File: config.mk
export PLATFORM = sky130hd
export DESIGN_NAME = board_line_fetcher
export DESIGN_NICKNAME = d
export VERILOG_FILES = /design/src/rtl/board_line_fetcher.sv
export SDC_FILE = /design/constraint.sdc
export NUM_CORES = 1
export LEC_CHECK = 0
export CORE_MARGIN = 2
export CORE_UTILIZATION = 58
export DETAILED_ROUTE_END_ITERATION = 6
export PLACE_DENSITY = 0.84
export SYNTH_ARGS = -nofsm -noshare
export SYNTH_HDL_FRONTEND = slang
export SYNTH_SLANG_ARGS = --single-unit
File: constraint.sdc
create_clock -name Clk -period 5.5 [get_ports Clk]
set_clock_uncertainty 0.05 [all_clocks]
set_input_delay 1.1 -clock Clk [delete_from_list [all_inputs] [get_ports Clk]]
set_output_delay 1.1 -clock Clk [all_outputs]
set_load 0.03 [all_outputs]
File: src/rtl/board_line_fetcher.sv
// board_line_fetcher: fetches one board row per hblank into a line buffer and
// serves the per-pixel block_type / play_area / score_area qualifiers.
module board_line_fetcher #(
  parameter int PLAY_X0   = 240,
  parameter int PLAY_Y0   = 80,
  parameter int CELL_LOG2 = 4,
  parameter int SCORE_X0  = 10,
  parameter int SCORE_Y0  = 10
) (
  input  logic       Clk,
  input  logic       Reset_n,
  input  logic       pix_ce,
  input  logic [9:0] DrawX,
  input  logic [9:0] DrawY,
  output logic       rd_en,
  output logic [7:0] rd_addr,
  input  logic [2:0] rd_data,
  output logic [2:0] block_type,
  output logic       play_area,
  output logic       score_area,
  output logic [9:0] DrawX_o,
  output logic [9:0] DrawY_o
);
  typedef enum logic [1:0] {IDLE, REQ, LAST} state_t;
  state_t state, state_n;
  logic [4:0] row, row_n, fetch_row;
  logic [3:0] col, col_n, px_col;
  logic [9:0][2:0] line_buf;
  logic [10:0] dx, dy, ny;
  logic fetch_rows, trig, in_x, in_y, in_sx, in_sy;
  assign dx = {1'b0, DrawX};
  assign dy = {1'b0, DrawY};
  assign ny = (DrawY == 10'd524) ? 11'd0 : dy + 11'd1;
  assign fetch_rows = ny >= 11'(PLAY_Y0) && ny <= 11'(PLAY_Y0 + (20 << CELL_LOG2) - 1);
  assign trig = pix_ce && DrawX == 10'd640 && state == IDLE && fetch_rows;
  // offsets are only consumed once the range checks have passed
  assign fetch_row = 5'((ny - 11'(PLAY_Y0)) >> CELL_LOG2);
  assign in_x = dx >= 11'(PLAY_X0) && dx <= 11'(PLAY_X0 + (10 << CELL_LOG2) - 1);
  assign in_y = dy >= 11'(PLAY_Y0) && dy <= 11'(PLAY_Y0 + (20 << CELL_LOG2) - 1);
  assign px_col = 4'((dx - 11'(PLAY_X0)) >> CELL_LOG2);
  assign in_sx = dx >= 11'(SCORE_X0) && dx <= 11'(SCORE_X0 + 7);
  assign in_sy = dy >= 11'(SCORE_Y0) && dy <= 11'(SCORE_Y0 + 15);
  assign rd_en = state == REQ;
  assign rd_addr = rd_en ? {3'b0, row} * 8'd10 + {4'b0, col} : 8'd0;
  always_comb begin
    state_n = trig ? REQ : (state == REQ && col == 4'd9) ? LAST : (state == LAST) ? IDLE : state;
    col_n = (state == REQ && col != 4'd9) ? col + 4'd1 : 4'd0;
    row_n = trig ? fetch_row : row;
  end
  always_ff @(posedge Clk or negedge Reset_n)
    if (!Reset_n) begin
      state <= IDLE;
      row <= '0;
      col <= '0;
    end else begin
      state <= state_n;
      row <= row_n;
      col <= col_n;
    end
  // read data trails its request by one cycle, so REQ writes the previous column
  always_ff @(posedge Clk or negedge Reset_n)
    if (!Reset_n) begin
      line_buf <= '0;
      block_type <= '0;
      play_area <= 1'b0;
      score_area <= 1'b0;
      DrawX_o <= '0;
      DrawY_o <= '0;
    end else begin
      if (state == REQ && col != 4'd0) line_buf[col - 4'd1] <= rd_data;
      if (state == LAST) line_buf[9] <= rd_data;
      if (pix_ce) begin
        play_area <= in_x && in_y;
        block_type <= (in_x && in_y) ? line_buf[px_col] : 3'd0;
        score_area <= in_sx && in_sy;
        DrawX_o <= DrawX;
        DrawY_o <= DrawY;
      end
    end
endmodule

==> reports/results.txt, run 1 <==
Summed over all layers, the global routing overflow is 0. The floorplan step defined a core boundary enclosing 6832 µm². Setup repair after global routing left no endpoint under its margin. Input and output buffers added on the ports amount to 59.

The DRC violation count after routing was 0; the data arrival time of the critical path was 3170 ps. Summing over every cut layer, the via total after detailed routing is 3,077. In this run the most critical hold path is launched from line_buf[27].

For the pin with the worst max-slew slack, the measured transition is 839.8 ps. The commonest register cell after synthesis is dfrtp_1. Measured against its own limit, the worst slew margin works out to 43.84%. Entering global routing, the biggest net connects 67 pins. For this design the ratio of total power to cell area is 243.5 nW/µm².

The fmax was 0.2315 GHz; the post-cts hold buffer count was 0. Summing the areas of all fa, ha and maj instances in the mapped netlist gives 9.478% of the synthesized area. The clock slew seen by the registers of the worst setup and hold paths is 70 ps.

After synthesis the netlist holds a flip-flop and latch count of 66. For the synthesized netlist net count, the log shows 428. The via count normalized by instance count was 5.806.

In this run, synthesis inferred 0 flip-flops with an integrated enable. Once detail routing completed, the nets flagged for antenna violations numbered 0. The number of antenna violations at the first check in global routing came out at 0.

The worst-skew pair later-pin latency was 350 ps; the post-layout minimum cycle time was 4321 ps. For the sequential cell area in the final layout, the log shows 1652 µm². Number of buffers created by CTS: 9.

In this run the number of H-tree levels came out at 3. The run gives 15.59 mm as the first-pass GRT wire length. After layout, the worst path uses 78.56% of the clock period.

The required time of the worst setup path was 4350 ps. The startpoint of the worst-slack reg-to-reg timing path is col[0]. The multiplexer share of the synthesized area is 19.47%. Type of the worst min-delay path: register to register.

The number of fill cells is 479, and the depth of the worst register-to-register path is 7. For this configuration, the core starts out at a cell density of 60.29%. The sequential fraction of the synthesis area came out at 40.10%.

Once the clock tree was built, the setup fixing pass inserted 0 buffers. STA classifies the critical path endpoint as a primary output. The floorplan step defined a die boundary enclosing 7792 µm². Path type of the worst setup path: register to primary output. The tools report the detailed-router iteration count before antenna repair as 5. In this run the deepest clock path goes through 2 buffers. The hold path endpoint was line_buf[27]. The HPWL after detailed placement is 6.799 mm. The layout net count came out at 485.

Post-place setup slack: 1336 ps. The worst register-to-register path ends at line_buf[8]. The width of the chip was 88.27 µm.

The relative area change from synthesis to final layout was 21.42%. Measured along the y axis, the die boundary spans 88.27 µm. 0 antenna diodes ended up in the layout. The post-route netlist has 19.35% of its cells at a drive strength greater than 1. The mean routed wirelength per cell works out to 18.25 µm. In this run, distinct cell masters in the synthesized netlist total 57.

The cell sitting at the root of the clock tree is a clkbuf_8. At the end of routability-driven placement, the weighted congestion stood at 0.9401. The worst hold path depth is 1, and the number of cells produced by synthesis is 372. After synthesis, the largest family of logic cells by area is multiplexers.

The tools report the number of pins with negative max-slew slack in the final report as 0. After Yosys synthesis, and, or, nand and nor cells account for 13.37% of the synthesized area. The multi-input combinational cells in the finished layout cover a total of 2326 µm². The site row count was 30; the worst IR drop on VDD was 0.2515 mV. Across all register-to-register paths, the minimum setup slack is 3250 ps.

The average cell area after synthesis was 11.07 µm². The flow ran to the end, and the final reports show no timing, DRC or antenna violations. The maximum fanout along the worst path is 4, and the total power consumption of the routed design is 1.218 mW. The tools report the number of violations reported at the end of detailed-routing iteration 0 as 173. The sum of negative setup slack was 0 ps.

Summing every instance area after synthesis gives 4119 µm². The run gives 2.077 nW as the static leakage. Across every metal layer, demand over resource in global routing totals 26.17%. The synthesized netlist devotes 10.12% of its cell area to compound gates.

TritonCTS built the clock tree. The tool flagged a number of max-cap violations equal to 0. Count of instances resized after the clock tree is built: 0. Setup violations remaining at the end of the flow were counted as 0. The count of placed standard cells in the final layout, fillers left out is 530. The number of global-route vias before repair is 3,098.

60 I/O pins were placed. Yosys printed 0 warnings. The count of final hold-check violations is 0, and the detailed-route wire length is 9.671 mm. Of all flip-flops after synthesis, the portion carrying an async set or reset was 100.0%. Across all setup checks in the final design, the least slack found is 1179 ps. STA classifies the critical path startpoint as a register. The synthesized netlist devotes 4.040% of its cell area to XOR and XNOR gates.

Counting tap cells, the placed design contains a total of 514 instances. The clock drives 66 sinks.
==> layout make-up <==
type	count	share of cell area, %
clock inverter	6	1.801
clock buffer	10	2.752
timing repair buffer	61	12.01
tap	96	2.402
sequential	66	33.02
inverter	20	1.501
multi-input combinational	271	46.51
==> worst max-delay path: stages (launching register included) <==
cell and delay (ps):
dfrtp_1 430, ha_1 310, ha_1 230, fa_1 390, xor2_1 210, nand3_1 120, xnor2_1 190, xnor2_1 140
and2_1 130, clkdlybuf4s50_1 660
==> power by group <==
part / internal [mW] / switching [mW]
logic: 0.0994 / 0.121
registers: 0.512 / 0.0151
clock network: 0.268 / 0.202
total: 0.880 / 0.338
==> cells in the mapped netlist (all sizes together), types with 5 or more instances <==
master	instances	area (µm²)
xnor2	14	122.6
o211ai	5	37.54
nor2	29	108.9
a21oi	10	50.05
mux2	53	596.8
mux2i	7	70.07
nor3	6	30.03
nand2	19	73.82
and3	6	37.54
dfrtp	66	1652
inv	20	75.07
o21ai	6	30.03
mux4	6	135.1
buf	11	51.30
xor2	5	43.79
nand3	11	67.57
ha	28	350.3
==> cell usage in the layout (no fill, tap or decap), drive strengths merged, types with 7 or more instances in the layout <==
master         instances
a21oi                 10
clkbuf                10
clkdlybuf4s50         58
dfrtp                 66
ha                    28
inv                   20
mux2                  53
mux2i                  7
nand2                 19
nand3                 11
nor2                  29
xnor2                 14
==> flip-flops by register name, summed over array words and instances, names as in the netlist <==
register	count
DrawX_o	10
state	2
col	4
block_type	3
line_buf	30
play_area	1
row	5
score_area	1
DrawY_o	10
==> worst max path at each step <==
stage	slack [ps]	cells after the start	from	endpoint
floorplan	2020	6	row[1]	rd_addr[6]
global placement	1500	12	DrawY[1]	row[0]
detailed placement	1340	12	DrawY[1]	row[0]
CTS	1160	9	row[1]	rd_addr[7]
global route	1040	9	row[1]	rd_addr[7]
finish	1180	9	row[1]	rd_addr[7]
==> per-layer routing <==
layer | GRT usage (%) | vias to the layer above | routed length [µm] | part of all wire (%)
met1 | 36.44 | 1527 | 4254 | 44
met3 | 3.545 | 11 | 345 | 3.6
met4 | 10.06 | 0 | 135 | 1.4
li1 | - | 1461 | - | -
met5 | 0 | - | 0 | 0
met2 | 41.97 | 78 | 4935 | 51
==> cells by family after synthesis <==
kind of cell               Yosys count
adders and majority gates           30
muxes                               66
DFF                                 66
AOI/OAI and AO/OA                   56
and+or+nand+nor                    100
buffers and inverters               35
xor gates and xnor gates            19
==> stage by stage <==
step,hold WS (ps),util [%],instance area [µm²]
after detailed placement,442.8,69.87,4773
after global placement,433.7,69.87,4773
after global routing,464.8,73.21,5001
after floorplan,425.2,-,4119
final,458.4,73.21,5001
after CTS,459.5,73.21,5001
No activity file was read; power rests on OpenSTA's default activity.
==> run 2: changes to the inputs <==
Settings changed: CORE_UTILIZATION 58 to 55, PLACE_DENSITY 0.84 to 0.81.
Clock period 5.5 ns to 4.1 ns, I/O delays scaled along.
==> reports/results.txt, run 2 (synthesis gave the netlist of run 1 again) <==
The final worst-path cycle share came out at 88.36%. The root buffer cell chosen for the clock tree is clkbuf_8. For the detailed-router iteration count before antenna repair, the log shows 4 (-1). The post-detailed-route count of antenna-violating nets was 0 (unchanged).

The path type of the worst setup path is register to primary output. The first-pass GRT wire length was 15.34 mm (-1.6%); the height of the chip was 90.54 µm (+2.6%). For the site row count, the log shows 31 (+3.3%). The number of buffers created by CTS is 9 (unchanged), and the setup fix buffers added after clock tree synthesis is 0 (unchanged).

The logs give 3 (unchanged) for the H-tree depth and 9.052 mm (-6.4%) for the detailed-route wire length. The tools report the number of antenna violations at the first check in global routing as 0 (unchanged). The count of final hold-check violations came out at 0 (unchanged).

Leaving out fill and tap cells, the most frequent cell in the layout is dfrtp_1. Clock slew seen by the registers of the worst setup and hold paths: 70 ps (about the same). Signal routing reaches up to met4. The worst setup path is captured at a primary output.

For the number of maximum-capacitance constraint violations, the log shows 0 (unchanged). The logs give 66 (unchanged) for the number of sinks handled by clock tree synthesis and 0 (unchanged) for the post-cts hold buffer count. The type of the worst min-delay path was register to register.

The run gives 0 (unchanged) as the count of instances resized after the clock tree is built. In this run the critical register-to-register path is launched from col[0]. The category of the worst setup path launch point was a register. The post-layout minimum cycle time is 3623 ps, and the post-place setup slack is 339.5 ps (-996.9 ps).

From synthesis to final layout, the design area changed by 22.33%. The count of port buffers added during placement was 59 (unchanged); the power density over the cells was 328.9 nW/µm² (+35%). The number of fill cells is 533 (+11%), and the number of flip-flops in the largest register is 30 (unchanged). The fmax was 0.2760 GHz. The buffer depth of the longest clock path is 2 (unchanged). For the static leakage, the log shows 2.131 nW (+2.6%). The tools report the start point of the worst min-delay path as line_buf[11]. The tools report the final setup violation count as 0 (unchanged). Headroom to the max-slew limit: 33.42% (-10 points). The largest registers in the layout are line_buf x30, DrawX_o x10, DrawY_o x10.

Routed wire length on met3: 385 µm (+12%). For the required time of the worst setup path, the log shows 3230 ps (-1120 ps). Pin count of the biggest net entering global routing: 45 (-33%). TritonCTS built the clock tree.

The DRC violation count after routing was 0 (unchanged). The slack of the worst reg-to-reg path was 1860 ps (-1390 ps); the worst IR drop on VDD was 0.2345 mV (-6.8%). The tools report the layout net count as 488 (+0.62%).

For the core area, the log shows 7253 µm² (+6.2%). The tools report the number of pins with negative max-slew slack in the final report as 0 (unchanged). The amount of wire on met2 after detailed routing is 4.482 mm (-9.2%), and the layout cell share with drive strength beyond 1 is 19.45% (+0.096 points). Origin of the worst setup path: row[1]. The mean routed wirelength per cell is 16.89 µm (-7.4%).

The smallest setup slack after layout is 477.3 ps (-702.1 ps), and the maximum fanout along the worst path is 4 (unchanged). Vias after detailed routing: 3,079 (+0.065%). Setup repair after global routing left no endpoint under its margin. The tools report the final cell area excluding filler cells as 5039 µm² (+0.75%). Transition time at the pin with the least slew margin: 998.7 ps (+158.9 ps).

The most flop-heavy register is line_buf. For the share of the core filled with cells, the log shows 69.47% (-3.7 points). The run finished with clean final reports. Leaving out fill and tap cells, the most frequent cells in the layout are 66 x dfrtp_1, 56 x clkdlybuf4s50_1, 49 x mux2_2, 29 x nor2_1, 28 x ha_1. The logs give 23.24% (-2.9 points) for the total global routing track utilization and 8197 µm² (+5.2%) for the die area. The via count normalized by instance count was 5.744 (-1.1%). The width of the chip was 90.54 µm (+2.6%). Data arrival time of the critical path: 2750 ps (-420 ps). The placed instance count is 520 (+1.2%), and the worst-skew pair later-pin latency is 340 ps (about the same).

I/O pin count: 60 (unchanged). The aggregate global routing overflow was 0 (unchanged). The logs give 0 (unchanged) for the count of inserted antenna diode cells and 3,077 (-0.68%) for the number of global-route vias before repair.

The run gives 0 ps (unchanged) as the sum of negative setup slack. The count of placed standard cells in the final layout, fillers left out was 536 (+1.1%). The run gives 6.601 mm (-2.9%) as the HPWL after detailed placement. The number of violations reported at the end of detailed-routing iteration 0 was 175 (+1.2%).

The final weighted congestion of routability-driven global placement was 0.9431 (+0.32%); the area after detailed placement was 4800 µm² (+0.55%). The routed length on met1 was 4.096 mm (-3.7%). The initial core utilization is 56.79% (-3.5 points).
run 2: cell types whose count changed in the layout (fill, tap and decap cells not counted), sizes merged:
| cell | delta |
|---|---|
| clkdlybuf4s50 | -2 |
| dlymetal6s2s | +2 |
| buf | +3 |
| bufinv | +1 |
| clkbuf | +1 |
| clkinv | -2 |
run 2: final cells by class:
type	count	area [µm²]	area share (%)
sequential	66	1652	32.78
clock inverter	5	102.6	2.036
multi-input combinational	271	2326	46.16
tap	99	123.9	2.458
clock buffer	11	131.4	2.607
inverter	20	75.07	1.490
timing repair buffer	64	628.1	12.47
run 2: report_power, final:
group | internal, mW | switching, mW
sequential | 0.687 | 0.0189
combinational | 0.135 | 0.160
clock | 0.404 | 0.253
run 2: path summary, 6_finish.rpt:
| check | endpoint | depth (start not counted) |
|---|---|---|
| max | rd_addr[7] | 9 |
| min | line_buf[11] | 1 |
| max reg2reg | line_buf[2] | 7 |
| min reg2reg | line_buf[11] | 1 |
| max in group asynchronous | DrawX_o[2] | 2 |
| min in group asynchronous | line_buf[9] | 1 |
run 2: metal layers:
| metal | track usage (%) | up-vias |
|---|---|---|
| li1 | - | 1469 |
| met1 | 32.05 | 1523 |
| met2 | 37.75 | 78 |
| met3 | 5.008 | 9 |
| met4 | 5.513 | 0 |
| met5 | 0 | - |
run 2: metrics by stage:
stage | hold WS [ps] | power, mW
4_1_cts | 460.0 | 1.669
2_1_floorplan | 425.2 | 0.8862
3_5_place_dp | 442.0 | 1.011
6_report | 455.2 | 1.657
3_3_place_gp | 435.0 | 1.007
5_1_grt | 483.5 | 1.730
run 2: critical path: stages, from the launching register on:
cell and delay (ps):
dfrtp_1 430, ha_1 310, ha_1 230, fa_1 380
xor2_1 220, nand3_1 120, xnor2_1 180, xnor2_1 130
and2_1 130, dlymetal6s2s_1 280
==> run 3: changes to the inputs <==
Settings changed: CAP_MARGIN set to 20, GPL_TIMING_DRIVEN set to 0, SLEW_MARGIN set to 15.
==> reports/results.txt, run 3 (synthesis gave the netlist of run 1 again) <==
The clock slew seen by the registers of the worst setup and hold paths was 80 ps (about the same). The tools report the number of global-route vias before repair as 3,360 (+9.2%). STA classifies the critical path endpoint as a primary output. The buffer depth of the longest clock path came out at 2 (unchanged). CTS placed an instance of clkbuf_8 at the clock tree root. The layout cell share with drive strength beyond 1 came out at 20.05% (+0.59 points). Routed length on met1: 3.997 mm (-2.4%).

The site row count is 31 (unchanged). The tools report the capture point of the worst path as rd_addr[7]. The tools report the data arrival time of the critical path as 2810 ps (+60 ps).

For the initial core utilization, the log shows 56.79% (unchanged). The origin of the worst setup path was row[1]. In this run the top signal layer used is met4.

More flip-flops sit in one register than any other, and that register is line_buf. For the amount of wire on met2 after detailed routing, the log shows 4.751 mm (+6.0%). Setup repair after global routing left no endpoint under its margin. STA classifies the critical path startpoint as a register. The logs give 0 (unchanged) for the number of antenna violations at the first check in global routing and 0 ps (unchanged) for the sum of negative setup slack. The I/O pin count is 60 (unchanged), and the static leakage is 2.117 nW (-0.63%). The relative area change from synthesis to final layout came out at 21.45%. The detailed-route wire length is 9.545 mm (+5.4%), and the layout net count is 495 (+1.4%). The tools report the setup fix buffers added after clock tree synthesis as 0 (unchanged).

The area after detailed placement came out at 4811 µm² (+0.23%). The DRC violation count after routing is 0 (unchanged). The transition time at the pin with the least slew margin was 558.9 ps (-439.8 ps); the count of port buffers added during placement was 55 (-6.8%). The width of the chip is 90.54 µm (unchanged), and the vias after detailed routing is 3,178 (+3.2%). The worst hold path belongs to the class primary input to asynchronous set/reset pin. Mean routed wirelength per cell: 17.58 µm (+4.1%). In this run the critical register-to-register path is launched from col[0]. For the aggregate global routing overflow, the log shows 0 (unchanged).

The maximum fanout along the worst path is 4 (unchanged), and the final setup violation count is 0 (unchanged). The critical path is of the register to primary output type. The count of inserted antenna diode cells was 0 (unchanged); the count of placed standard cells in the final layout, fillers left out was 543 (+1.3%). The share of the core filled with cells came out at 68.97% (-0.50 points).

The run finished with clean final reports. Leaving out fill and tap cells, the most frequent cell in the layout is dfrtp_1. The tools report the die area as 8197 µm² (unchanged).

TritonCTS built the clock tree. The largest registers in the layout are line_buf x30, DrawX_o x10, DrawY_o x10. The run gives 0.2714 GHz (-1.7%) as the fmax. The tools report the first-pass GRT wire length as 16.15 mm (+5.3%). The final cell area excluding filler cells was 5002 µm² (-0.72%); the number of buffers created by CTS was 9 (unchanged). The post-layout minimum cycle time was 3685 ps (+62.22 ps); the post-detailed-route count of antenna-violating nets was 0 (unchanged). For the placed instance count, the log shows 527 (+1.3%). The core area was 7253 µm² (unchanged); the number of pins with negative max-slew slack in the final report was 0 (unchanged). In the layout the commonest cells are 66 x dfrtp_1, 52 x clkdlybuf4s50_1, 49 x mux2_2, 29 x nor2_1, 28 x ha_1. The number of violations reported at the end of detailed-routing iteration 0 came out at 181 (+3.4%). The tools report the headroom to the max-slew limit as 62.74% (+29 points). The via count normalized by instance count is 5.853 (+1.9%), and the power density over the cells is 310.2 nW/µm² (-5.7%).

The detailed-router iteration count before antenna repair was 4 (unchanged); the worst IR drop on VDD was 0.2773 mV (+18%). The number of sinks handled by clock tree synthesis was 66 (unchanged); the height of the chip was 90.54 µm (unchanged). The pin count of the biggest net entering global routing was 38 (-16%); the number of flip-flops in the largest register was 30 (unchanged). The tools report the HPWL after detailed placement as 6.953 mm (+5.3%). The routed wire length on met3 was 535 µm (+39%). The final weighted congestion of routability-driven global placement was 0.9635 (+2.2%); the total power consumption of the routed design was 1.551 mW (-6.4%).

The number of maximum-capacitance constraint violations is 0 (unchanged). The post-cts hold buffer count came out at 0 (unchanged). The final worst-path cycle share is 89.88% (+1.5 points). The count of final hold-check violations is 0 (unchanged). The run gives 24.64% (+1.4 points) as the total global routing track utilization. Required time of the worst setup path: 3230 ps (about the same).

For the H-tree depth, the log shows 3 (unchanged). For the slack of the worst reg-to-reg path, the log shows 1800 ps (-60 ps). The tools report the worst reg2reg path endpoint as line_buf[12]. For the worst-skew pair later-pin latency, the log shows 360 ps (+20 ps).

Depth of the worst register-to-register path: 7 (unchanged).
run 3: through the flow:
stage | hold slack [ps] | setup slack, ps
CTS | 342.1 | 2.840
finish | 338.3 | 415.1
global placement | 433.8 | 53.94
detailed placement | 441.6 | 213.1
global route | 361.8 | 182.3
floorplan | 425.2 | 900.7
run 3: layout make-up:
class	count	area [µm²]
plain buffers	15	66.31
clock buffers	11	131.4
clock inverters	5	55.05
fillers	568	2251
inverters	20	75.07
multi-input cells	271	2326
flip-flops and latches	66	1652
well taps	99	123.9
repair buffers	56	573.1
run 3: worst min-delay path by stage:
stage,to,slack (ps),cells past startpoint
finish,line_buf[25],340,1
global route,line_buf[9],360,1
CTS,line_buf[9],340,1
detailed placement,line_buf[10],440,1
global placement,line_buf[1],430,1
floorplan,line_buf[10],430,1
run 3: critical path, cell delays in order, from the launching register on:
cell            delay [ps]
dfrtp_1                450
ha_1                   320
ha_1                   230
fa_1                   380
xor2_1                 200
nand3_1                130
xnor2_1                190
xnor2_1                150
and2_1                 140
dlymetal6s2s_1         280
run 3: routing by layer:
layer	vias up	global-route usage, %
met5	-	0
met4	0	12.18
met3	28	4.758
met2	108	39.80
met1	1560	31.79
li1	1482	-
run 3: report_power, final:
group	switching, mW	internal [mW]
clock	0.270	0.279
sequential	0.0193	0.687
combinational	0.162	0.134
total	0.452	1.10
run 3: what timing repair did:
action / CTS / global route
resized for setup: 0 / 2
endpoints found under the setup margin: 0 / 2
endpoints found under the hold margin: 0 / 0
